<file path="src/rtl/adder_pkg.sv">
// adder_pkg: shared defaults and result flag bundle for pipe_adder.
//   DEF_WIDTH / DEF_STAGES : default operand width and pipeline depth
//   flags_t                : {zero, carry, overflow, negative}
package adder_pkg;
    localparam int DEF_WIDTH = 32;
    localparam int DEF_STAGES = 2;
    typedef struct packed {
        logic zero;
        logic carry;
        logic overflow;
        logic negative;
    } flags_t;
endpackage

</file>
<file path="src/rtl/adder_slice.sv">
// adder_slice: W-bit ripple slice of the pipelined adder.
//   a, b : slice operands   cin : carry in
//   s    : slice sum        cout: carry out
module adder_slice #(
    parameter int W = 16
) (
    input  logic [W-1:0] a,
    input  logic [W-1:0] b,
    input  logic         cin,
    output logic [W-1:0] s,
    output logic         cout
);
    assign {cout, s} = {1'b0, a} + {1'b0, b} + {{W{1'b0}}, cin};
endmodule

</file>
<file path="src/rtl/pipe_adder.sv">
// pipe_adder: STAGES-deep carry-pipelined add/sub with valid/ready handshake.
//   clk, rst (async, active-high)
//   in_valid/in_ready, sub, sat, a, b : operation input
//   out_valid/out_ready, sum, zero, carry, overflow, negative : result output
//   Macro PIPE_ADDER_SAT_EN enables saturation of overflowing ops when sat=1.
module pipe_adder
    import adder_pkg::*;
#(
    parameter int WIDTH = DEF_WIDTH,
    parameter int STAGES = DEF_STAGES
) (
    input  logic             clk,
    input  logic             rst,
    input  logic             in_valid,
    output logic             in_ready,
    input  logic             sub,
    input  logic             sat,
    input  logic [WIDTH-1:0] a,
    input  logic [WIDTH-1:0] b,
    output logic             out_valid,
    input  logic             out_ready,
    output logic [WIDTH-1:0] sum,
    output logic             zero,
    output logic             carry,
    output logic             overflow,
    output logic             negative
);
    localparam int S = WIDTH / STAGES;
    localparam int L = STAGES - 1;
    logic adv;
    flags_t fl;
    logic [WIDTH-1:0] raw;
    // One enable for the whole pipe: bubbles are kept in place during a stall.
    assign adv = out_ready | ~out_valid;
    assign in_ready = adv;
    genvar k;
    generate
        for (k = 0; k < STAGES; k++) begin : g
            // IW: operand bits still unresolved on entry; RW: result bits known after this stage
            localparam int IW = WIDTH - k * S;
            localparam int RW = (k + 1) * S;
            logic [IW-1:0] ai, bi;
            logic ci, vi, co, c, v;
            logic [S-1:0] s;
            logic [RW-1:0] rn, r;
`ifdef PIPE_ADDER_SAT_EN
            logic ti, t;
`endif
            if (k == 0) begin : g_in
                assign ai = a;
                assign bi = b ^ {WIDTH{sub}};
                assign ci = sub;
                assign vi = in_valid;
                assign rn = s;
`ifdef PIPE_ADDER_SAT_EN
                assign ti = sat;
`endif
            end else begin : g_nx
                assign ai = g[k-1].d.oa;
                assign bi = g[k-1].d.ob;
                assign ci = g[k-1].c;
                assign vi = g[k-1].v;
                assign rn = {s, g[k-1].r};
`ifdef PIPE_ADDER_SAT_EN
                assign ti = g[k-1].t;
`endif
            end
            adder_slice #(.W(S)) u_slice (
                .a(ai[S-1:0]),
                .b(bi[S-1:0]),
                .cin(ci),
                .s(s),
                .cout(co)
            );
            always_ff @(posedge clk or posedge rst) begin
                if (rst) begin
                    v <= 1'b0;
                    c <= 1'b0;
                    r <= '0;
`ifdef PIPE_ADDER_SAT_EN
                    t <= 1'b0;
`endif
                end else if (adv) begin
                    v <= vi;
                    c <= co;
                    r <= rn;
`ifdef PIPE_ADDER_SAT_EN
                    t <= ti;
`endif
                end
            end
            if (k < L) begin : d
                logic [IW-S-1:0] oa, ob;
                always_ff @(posedge clk or posedge rst) begin
                    if (rst) begin
                        oa <= '0;
                        ob <= '0;
                    end else if (adv) begin
                        oa <= ai[IW-1:S];
                        ob <= bi[IW-1:S];
                    end
                end
            end else begin : e
                // Top slice: overflow is decided here from the operand and result sign bits.
                logic o;
`ifdef PIPE_ADDER_SAT_EN
                logic m;
`endif
                always_ff @(posedge clk or posedge rst) begin
                    if (rst) begin
                        o <= 1'b0;
`ifdef PIPE_ADDER_SAT_EN
                        m <= 1'b0;
`endif
                    end else if (adv) begin
                        o <= (~ai[S-1] & ~bi[S-1] & s[S-1]) | (ai[S-1] & bi[S-1] & ~s[S-1]);
`ifdef PIPE_ADDER_SAT_EN
                        m <= ai[S-1];
`endif
                    end
                end
            end
        end
    endgenerate
    assign raw = g[L].r;
    assign out_valid = g[L].v;
`ifdef PIPE_ADDER_SAT_EN
    // On overflow the sign of a gives the true direction: negative a -> min, else max.
    assign sum = (g[L].t & g[L].e.o) ? {g[L].e.m, {(WIDTH-1){~g[L].e.m}}} : raw;
`else
    logic sat_unused;
    assign sat_unused = sat;
    assign sum = raw;
`endif
    assign fl = '{zero: out_valid & ~|sum, carry: out_valid & g[L].c,
                  overflow: out_valid & g[L].e.o, negative: out_valid & sum[WIDTH-1]};
    assign {zero, carry, overflow, negative} = fl;
endmodule

</file>
<file path="config.mk">
export PLATFORM = sky130hd
export DESIGN_NAME = pipe_adder
export DESIGN_NICKNAME = d
export VERILOG_FILES = /design/src/rtl/adder_pkg.sv /design/src/rtl/adder_slice.sv /design/src/rtl/pipe_adder.sv
export SDC_FILE = /design/constraint.sdc
export NUM_CORES = 1
export LEC_CHECK = 0
export CAP_MARGIN = 20
export CORE_UTILIZATION = 24
export DETAILED_ROUTE_END_ITERATION = 16
export HOLD_SLACK_MARGIN = 0.05
export PLACE_DENSITY = 0.49
export SKIP_LAST_GASP = 1
export SLEW_MARGIN = 5
export SYNTH_ARGS = -nofsm -noshare
export SYNTH_HDL_FRONTEND = slang
export SYNTH_HIERARCHICAL = 1
export SYNTH_SLANG_ARGS = --single-unit
export TNS_END_PERCENT = 100
</file>
<file path="constraint.sdc">
create_clock -name clk -period 6.3 [get_ports clk]
set_input_delay 1.575 -clock clk [delete_from_list [all_inputs] [get_ports clk]]
set_output_delay 1.575 -clock clk [all_outputs]
set_load 0.05 [all_outputs]
</file>
==> flow_summary_export.csv, run 1 <==
group,metric,value,unit
yosys,ys_ff_latch,85,
yosys,synth_area_leader_cell,"dfrtp_1",
drt,first_iter_violations,79,
drt,wl_met1,5620,µm
grt,grt_max_degree,56,
sta,hold_viol_final,0,
clocking,clk_pin_slew,0.06,ns
final_layout,fillers,2097,
yosys,synth.distinct_cells,49,
drt,met2WireLength,5430,µm
worst_setup_path,regToRegSetupSlack,3.43,ns
sta,whs,0.480,ns
sta,drv_slew,0,
die,initial_core_util,24.5,%
placement,pre_cts_ws,1.16,ns
drt,via_per_inst,4.37,
sta,grt_setup_unrepaired,"no",
sta,worst_slack,1.58,ns
die,dieWidth,149,µm
placement,portBuffers,106,
drt,num_vias,3585,
flow_run,drv_cap,0,
worst_setup_path,rr_startpoint,"g[0].d.oa[0]$_DFFE_PP0P_",
sta,fin_worst_skew,0.00661,ns
clocking,clk_path_buf_depth,2,
worst_setup_path,r2r_cells,9,
final_layout,fin_nets,644,
worst_setup_path,critPathCaptureType,"flop",
yosys,yosys.area.top_type_share,41.2,%
power_and_ir_drop,power_density,402,nW/µm²
drt,detail-route-antenna-nets,0,
drt,wl_per_cell,14.7,µm
grt,grt-ovfl-total,0,
worst_setup_path,crit_path_start,"sub",
worst_setup_path,worst_r2r_endpoint,"g[1].c$_DFFE_PP0P_",
final_layout,finish.instance_area,6760,µm²
yosys,syn_inst,435,
yosys,yosysWarningCount,6,
grt,antenna_found_initial,1,
yosys,syn_nets,539,
grt,grt_pass1_wl,19600,µm
worst_hold_path,hold_class,"flop to flop",
status,status,"completed",
worst_setup_path,crit_path_start_kind,"primary input",
clocking,clock-sinks,85,
power_and_ir_drop,leakagePower,2.84,nW
sta,tightest_slew,1.07,ns
drt,dr.pass1.iters,4,
sta,relSlewSlack,28.8,%
yosys,synth_edf_count,0,
die,die_area,22100,µm²
worst_setup_path,path_class,"primary input to flop",
grt,grt_use_total,11.6,%
placement,place_area,6470,µm²
placement,dpl.hpwl,9060,µm
die,core-area,21000,µm²
placement,globalplace.congestion,0.750,
clocking,ctsResizeCount,0,
grt,grt_pass1_vias,3761,
power_and_ir_drop,peakVddDrop,0.189,mV
sta,min_period,4.72,ns
die,die_h,149,µm
clocking,ctsHoldBuffers,0,
clocking,cts-root-buf,"clkbuf_16",
drt,top_layer,"met4",
final_layout,drive_gt1_share,20.0,%
drt,wl_met3,701,µm
worst_setup_path,crit_required,6.53,ns
worst_setup_path,worstPathArrival,4.95,ns
yosys,synth_flop_cell,"dfrtp_1",
sta,tns,0,ns
clocking,cts_tree,"yes",
yosys,synth_area_leaders,"dfrtp_1 41%, mux2_4 9.6%, mux2_2 7.4%",
die,io_pins,108,
clocking,ctsHtreeMaxLevel,3,
sta,timing.final.crit_share,75.0,%
die,rows,53,
clocking,post_cts_buffers,0,
yosys,synth.avg_cell_area,11.9,µm²
clocking,clk_latency,0.34,ns
sta,max_freq,212,MHz
yosys,ys_seq_area_share,41.2,%
clocking,cts_made_buffers,9,
sta,finalSetupViolCount,0,
yosys,syn_area,5160,µm²
drt,wirelength,12000,µm
yosys,yosysMostFrequentCell,"dfrtp_1",
worst_setup_path,crit_end,"g[0].c$_DFFE_PP0P_",
final_layout,area_growth,31.1,%
yosys,synth_async_sr_flop_share,100,%
yosys,synth_common_cells,"85 x dfrtp_1, 34 x a21oi_1, 34 x mux2_2, 34 x xnor2_1, 33 x mux2_4",
drt,drc_errors,0,
worst_setup_path,crit_path_max_fanout,33,
[registers in the layout (all words and copies together), names as in the netlist]
signal     count
sum           32
g.d.oa        16
g.d.ob        16
g.r           16
g.c            2
g.v            1
g.e.o          1
out_valid      1
[critical path: stages]
cell and delay (ns):
buf_2 0.79, xor2_1 0.20, fa_1 0.48, fa_1 0.44
a21oi_2 0.21, o21ai_2 0.11, a21oi_2 0.22, o221ai_2 0.17
a221o_1 0.31, a21o_1 0.18, mux2_2 0.25
[area by class of cell]
class	count	area [µm²]	area share [%]
diodes	1	2.50	0.0370
clock buffers	9	225	3.33
clock inverters	7	58.8	0.870
inverters	11	42.5	0.629
multi-input cells	324	2880	42.6
flip-flops and latches	85	2130	31.5
well taps	275	344	5.09
repair buffers	109	1080	16.0
[how the worst min path moves through the flow]
stage                                       end  slack, ns                  start  depth (start not counted)
after global routing      g[0].r[9]$_DFFE_PP0P_       0.52  g[0].r[9]$_DFFE_PP0P_                          1
after CTS                 out_valid$_DFFE_PP0P_       0.49     g[0].v$_DFFE_PP0P_                          1
final                     out_valid$_DFFE_PP0P_       0.48     g[0].v$_DFFE_PP0P_                          1
after detailed placement  out_valid$_DFFE_PP0P_       0.46     g[0].v$_DFFE_PP0P_                          1
after global placement    out_valid$_DFFE_PP0P_       0.45     g[0].v$_DFFE_PP0P_                          1
after floorplan           out_valid$_DFFE_PP0P_       0.43     g[0].v$_DFFE_PP0P_                          1
[metrics by stage]
stage / total power (W) / instances / util, %
4_1_cts: 0.00276 / 820 / 32.1
3_5_place_dp: 0.00224 / 804 / 30.8
3_3_place_gp: 0.00222 / 804 / 30.8
6_report: 0.00272 / 821 / 32.2
2_1_floorplan: 0.00181 / 435 / -
5_1_grt: 0.00288 / 821 / 32.2
[cell usage in the layout, fill, tap and decap left out, types with 7 or more instances in the layout]
master	netlist	routed
a21o_1	9	9
a21oi_1	34	34
a21oi_2	7	7
clkbuf_16	0	9
clkdlybuf4s50_1	0	105
dfrtp_1	85	85
ha_1	30	30
inv_1	11	10
mux2_2	34	34
mux2_4	33	33
nand2_1	7	7
nor2_1	27	27
o21ai_0	8	8
xnor2_1	34	34
xor2_1	26	26
[layer usage]
| metal | GRT usage (%) | vias to the layer above |
|---|---|---|
| li1 | - | 1766 |
| met4 | 4.33 | 0 |
| met5 | 0 | - |
| met3 | 4.08 | 14 |
| met1 | 14.7 | 1729 |
| met2 | 18.0 | 76 |
[report_power, final]
group / total, W / internal (W) / switching [W]
Clock: 0.000505 / 0.000272 / 0.000233
Combinational: 0.00134 / 0.000587 / 0.000757
Sequential: 0.000866 / 0.000724 / 0.000142
[cell families (layout without fill, tap and decap cells)]
group | after synthesis | count (layout) | synth area share (%)
AOI/OAI and AO/OA | 96 | 96 | 13.2
DFF | 85 | 85 | 41.2
muxes | 67 | 67 | 17.0
and+or+nand+nor | 67 | 67 | 6.43
xor gates and xnor gates | 60 | 60 | 10.2
adders and majority gates | 34 | 34 | 8.83
buffers and inverters | 26 | 136 | 3.03
other | 0 | 1 | 0
Note: power is estimated with default switching activity, not from simulation.
==> run 2: changes to the inputs <==
--- a/config.mk
+++ b/config.mk
@@ -9,7 +9,7 @@
 export CORE_UTILIZATION = 24
 export DETAILED_ROUTE_END_ITERATION = 16
 export HOLD_SLACK_MARGIN = 0.05
-export PLACE_DENSITY = 0.49
+export PLACE_DENSITY = 0.5
 export SKIP_LAST_GASP = 1
 export SLEW_MARGIN = 5
 export SYNTH_ARGS = -nofsm -noshare
==> constraint.sdc (replaced) <==
create_clock -name clk -period 4.2 [get_ports clk]
set_input_delay 1.05 -clock clk [delete_from_list [all_inputs] [get_ports clk]]
set_output_delay 1.05 -clock clk [all_outputs]
set_load 0.05 [all_outputs]
==> run 2 against run 1 <==
Against the previous run:
- combinational power rose by 50%
- routed wire length is 1.1% lower
- sequential power up 52%
- clock-buffer cell count grew 1
- core utilization increased by 0.40 points
- total power is 55% higher
- clock skew is essentially flat
- non-clock buffer count is 2 higher
- critical path type unchanged
==> flow_summary_export.csv, run 2 (synthesis gave the netlist of run 1 again) <==
group,metric,value,unit
die,dieWidth,149,µm
worst_setup_path,worstPathArrival,4.01,ns
clocking,cts-root-buf,"clkbuf_16",
sta,grt_setup_unrepaired,"no",
worst_setup_path,critPathCaptureType,"flop",
worst_setup_path,critPathBufInv,1,
final_layout,largest_reg_flops,32,
final_layout,multi_input_area,2880,µm²
drt,drc_errors,0,
sta,whs,0.472,ns
power_and_ir_drop,power_density,615,nW/µm²
clocking,ctsResizeCount,0,
clocking,clk_latency,0.35,ns
drt,dr.pass1.iters,4,
sta,finalSetupViolCount,0,
clocking,cts_tree,"yes",
worst_setup_path,slowest_delay,0.44,ns
grt,grt_use_total,11.5,%
final_layout,final_common_cell,"clkdlybuf4s50_1",
clocking,ctsHoldBuffers,0,
grt,grt-ovfl-total,0,
power_and_ir_drop,peakVddDrop,0.326,mV
die,core-area,21000,µm²
worst_setup_path,crit_path_max_fanout,3,
status,status,"completed",
grt,grt_pass1_wl,19500,µm
drt,wl_per_cell,14.5,µm
worst_setup_path,crit_family,"compound AO/OA/AOI/OAI gates",
clocking,clk_path_buf_depth,2,
clocking,clock-sinks,85,
worst_setup_path,crit_path_start_kind,"primary input",
sta,timing.final.crit_share,89.9,%
drt,num_vias,3594,
final_layout,fin_nets,646,
clocking,ctsHtreeMaxLevel,3,
grt,antenna_found_initial,0,
sta,min_period,3.77,ns
placement,portBuffers,106,
power_and_ir_drop,leakagePower,2.89,nW
die,initial_core_util,24.5,%
final_layout,n_antenna_cell,0,
drt,wirelength,11900,µm
worst_setup_path,path_class,"primary input to flop",
sta,tightest_slew,0.922,ns
die,die_h,149,µm
final_layout,finish.instance_area,6850,µm²
worst_setup_path,crit_path_cell_trace,"clkdlybuf4s50_1, xor2_1, fa_1, fa_1, a21oi_2, o21ai_2, a21oi_2, o221ai_2, a221o_1, a21o_1, mux2_2",
sta,worst_slack,0.426,ns
final_layout,seq_area,2130,µm²
clocking,clk_pin_slew,0.06,ns
final_layout,drive_gt1_share,20.5,%
grt,grt_pass1_vias,3774,
placement,dpl.hpwl,9140,µm
die,rows,53,
flow_run,drv_cap,0,
clocking,cts_made_buffers,9,
sta,tns,0,ns
sta,max_freq,265,MHz
final_layout,fillers,2122,
grt,grt_max_degree,103,
placement,pre_cts_ws,0.0637,ns
placement,place_area,6510,µm²
clocking,post_cts_buffers,0,
drt,first_iter_violations,54,
placement,globalplace.congestion,0.812,
final_layout,layout_common_cells,"104 x clkdlybuf4s50_1, 85 x dfrtp_1, 34 x xnor2_1, 34 x a21oi_1, 34 x mux2_2",
worst_setup_path,cp_slowest_cell,"fa_1",
die,io_pins,108,
worst_hold_path,hold_class,"flop to flop",
sta,fin_worst_skew,0.00687,ns
sta,hold_viol_final,0,
drt,via_per_inst,4.37,
sta,relSlewSlack,38.5,%
final_layout,area_growth,32.7,%
die,die_area,22100,µm²
worst_setup_path,crit_required,4.43,ns
drt,detail-route-antenna-nets,0,
sta,drv_slew,0,
## run 2: through the flow
step	total power [W]	std cells	util [%]
after global routing	0.00446	822	32.6
after CTS	0.00427	822	32.6
final	0.00421	822	32.6
after global placement	0.00334	806	31.0
after floorplan	0.00271	435	-
after detailed placement	0.00337	806	31.0
## run 2: per-layer routing
layer,share of wire [%],GRT usage (%)
met1,47,14.8
met2,46,18.4
met3,4.6,2.55
met4,2.1,5.05
met5,0,0
## run 2: final timing paths
check                                          from                        end  slack [ns]  cells past startpoint
min                              g[0].v$_DFFE_PP0P_      out_valid$_DFFE_PP0P_        0.47                      1
min reg2reg                      g[0].v$_DFFE_PP0P_      out_valid$_DFFE_PP0P_        0.47                      1
max in group asynchronous                       rst  g[0].d.ob[10]$_DFFE_PP0P_        2.18                      3
min in group asynchronous                       rst   g[0].d.oa[2]$_DFFE_PP0P_        1.21                      2
max reg2reg                g[0].d.oa[0]$_DFFE_PP0P_         g[1].c$_DFFE_PP0P_        1.31                      9
max                                            b[0]         g[0].c$_DFFE_PP0P_        0.43                     11
## run 2: power by group
part           internal (W)  total, W  switching, W
registers           0.00109   0.00132      0.000229
logic              0.000885   0.00201       0.00113
clock network      0.000542  0.000881      0.000338
total               0.00251   0.00421       0.00170
## run 2: worst register-to-register path: cells and delay by family (launching register included)
family / cells / cell delay (ns)
mux: 1 / 0.24
fa+ha+maj: 2 / 0.91
compound gates: 6 / 1.22
flops: 1 / 0.41
## run 2: final cells by class
| cell class | instances | area share [%] |
|---|---|---|
| Timing Repair Buffer | 111 | 16.3 |
| Tap cell | 275 | 5.03 |
| Clock inverter | 6 | 1.39 |
| Multi-Input combinational cell | 324 | 42.1 |
| Inverter | 11 | 0.621 |
| Sequential cell | 85 | 31.1 |
| Clock buffer | 10 | 3.49 |
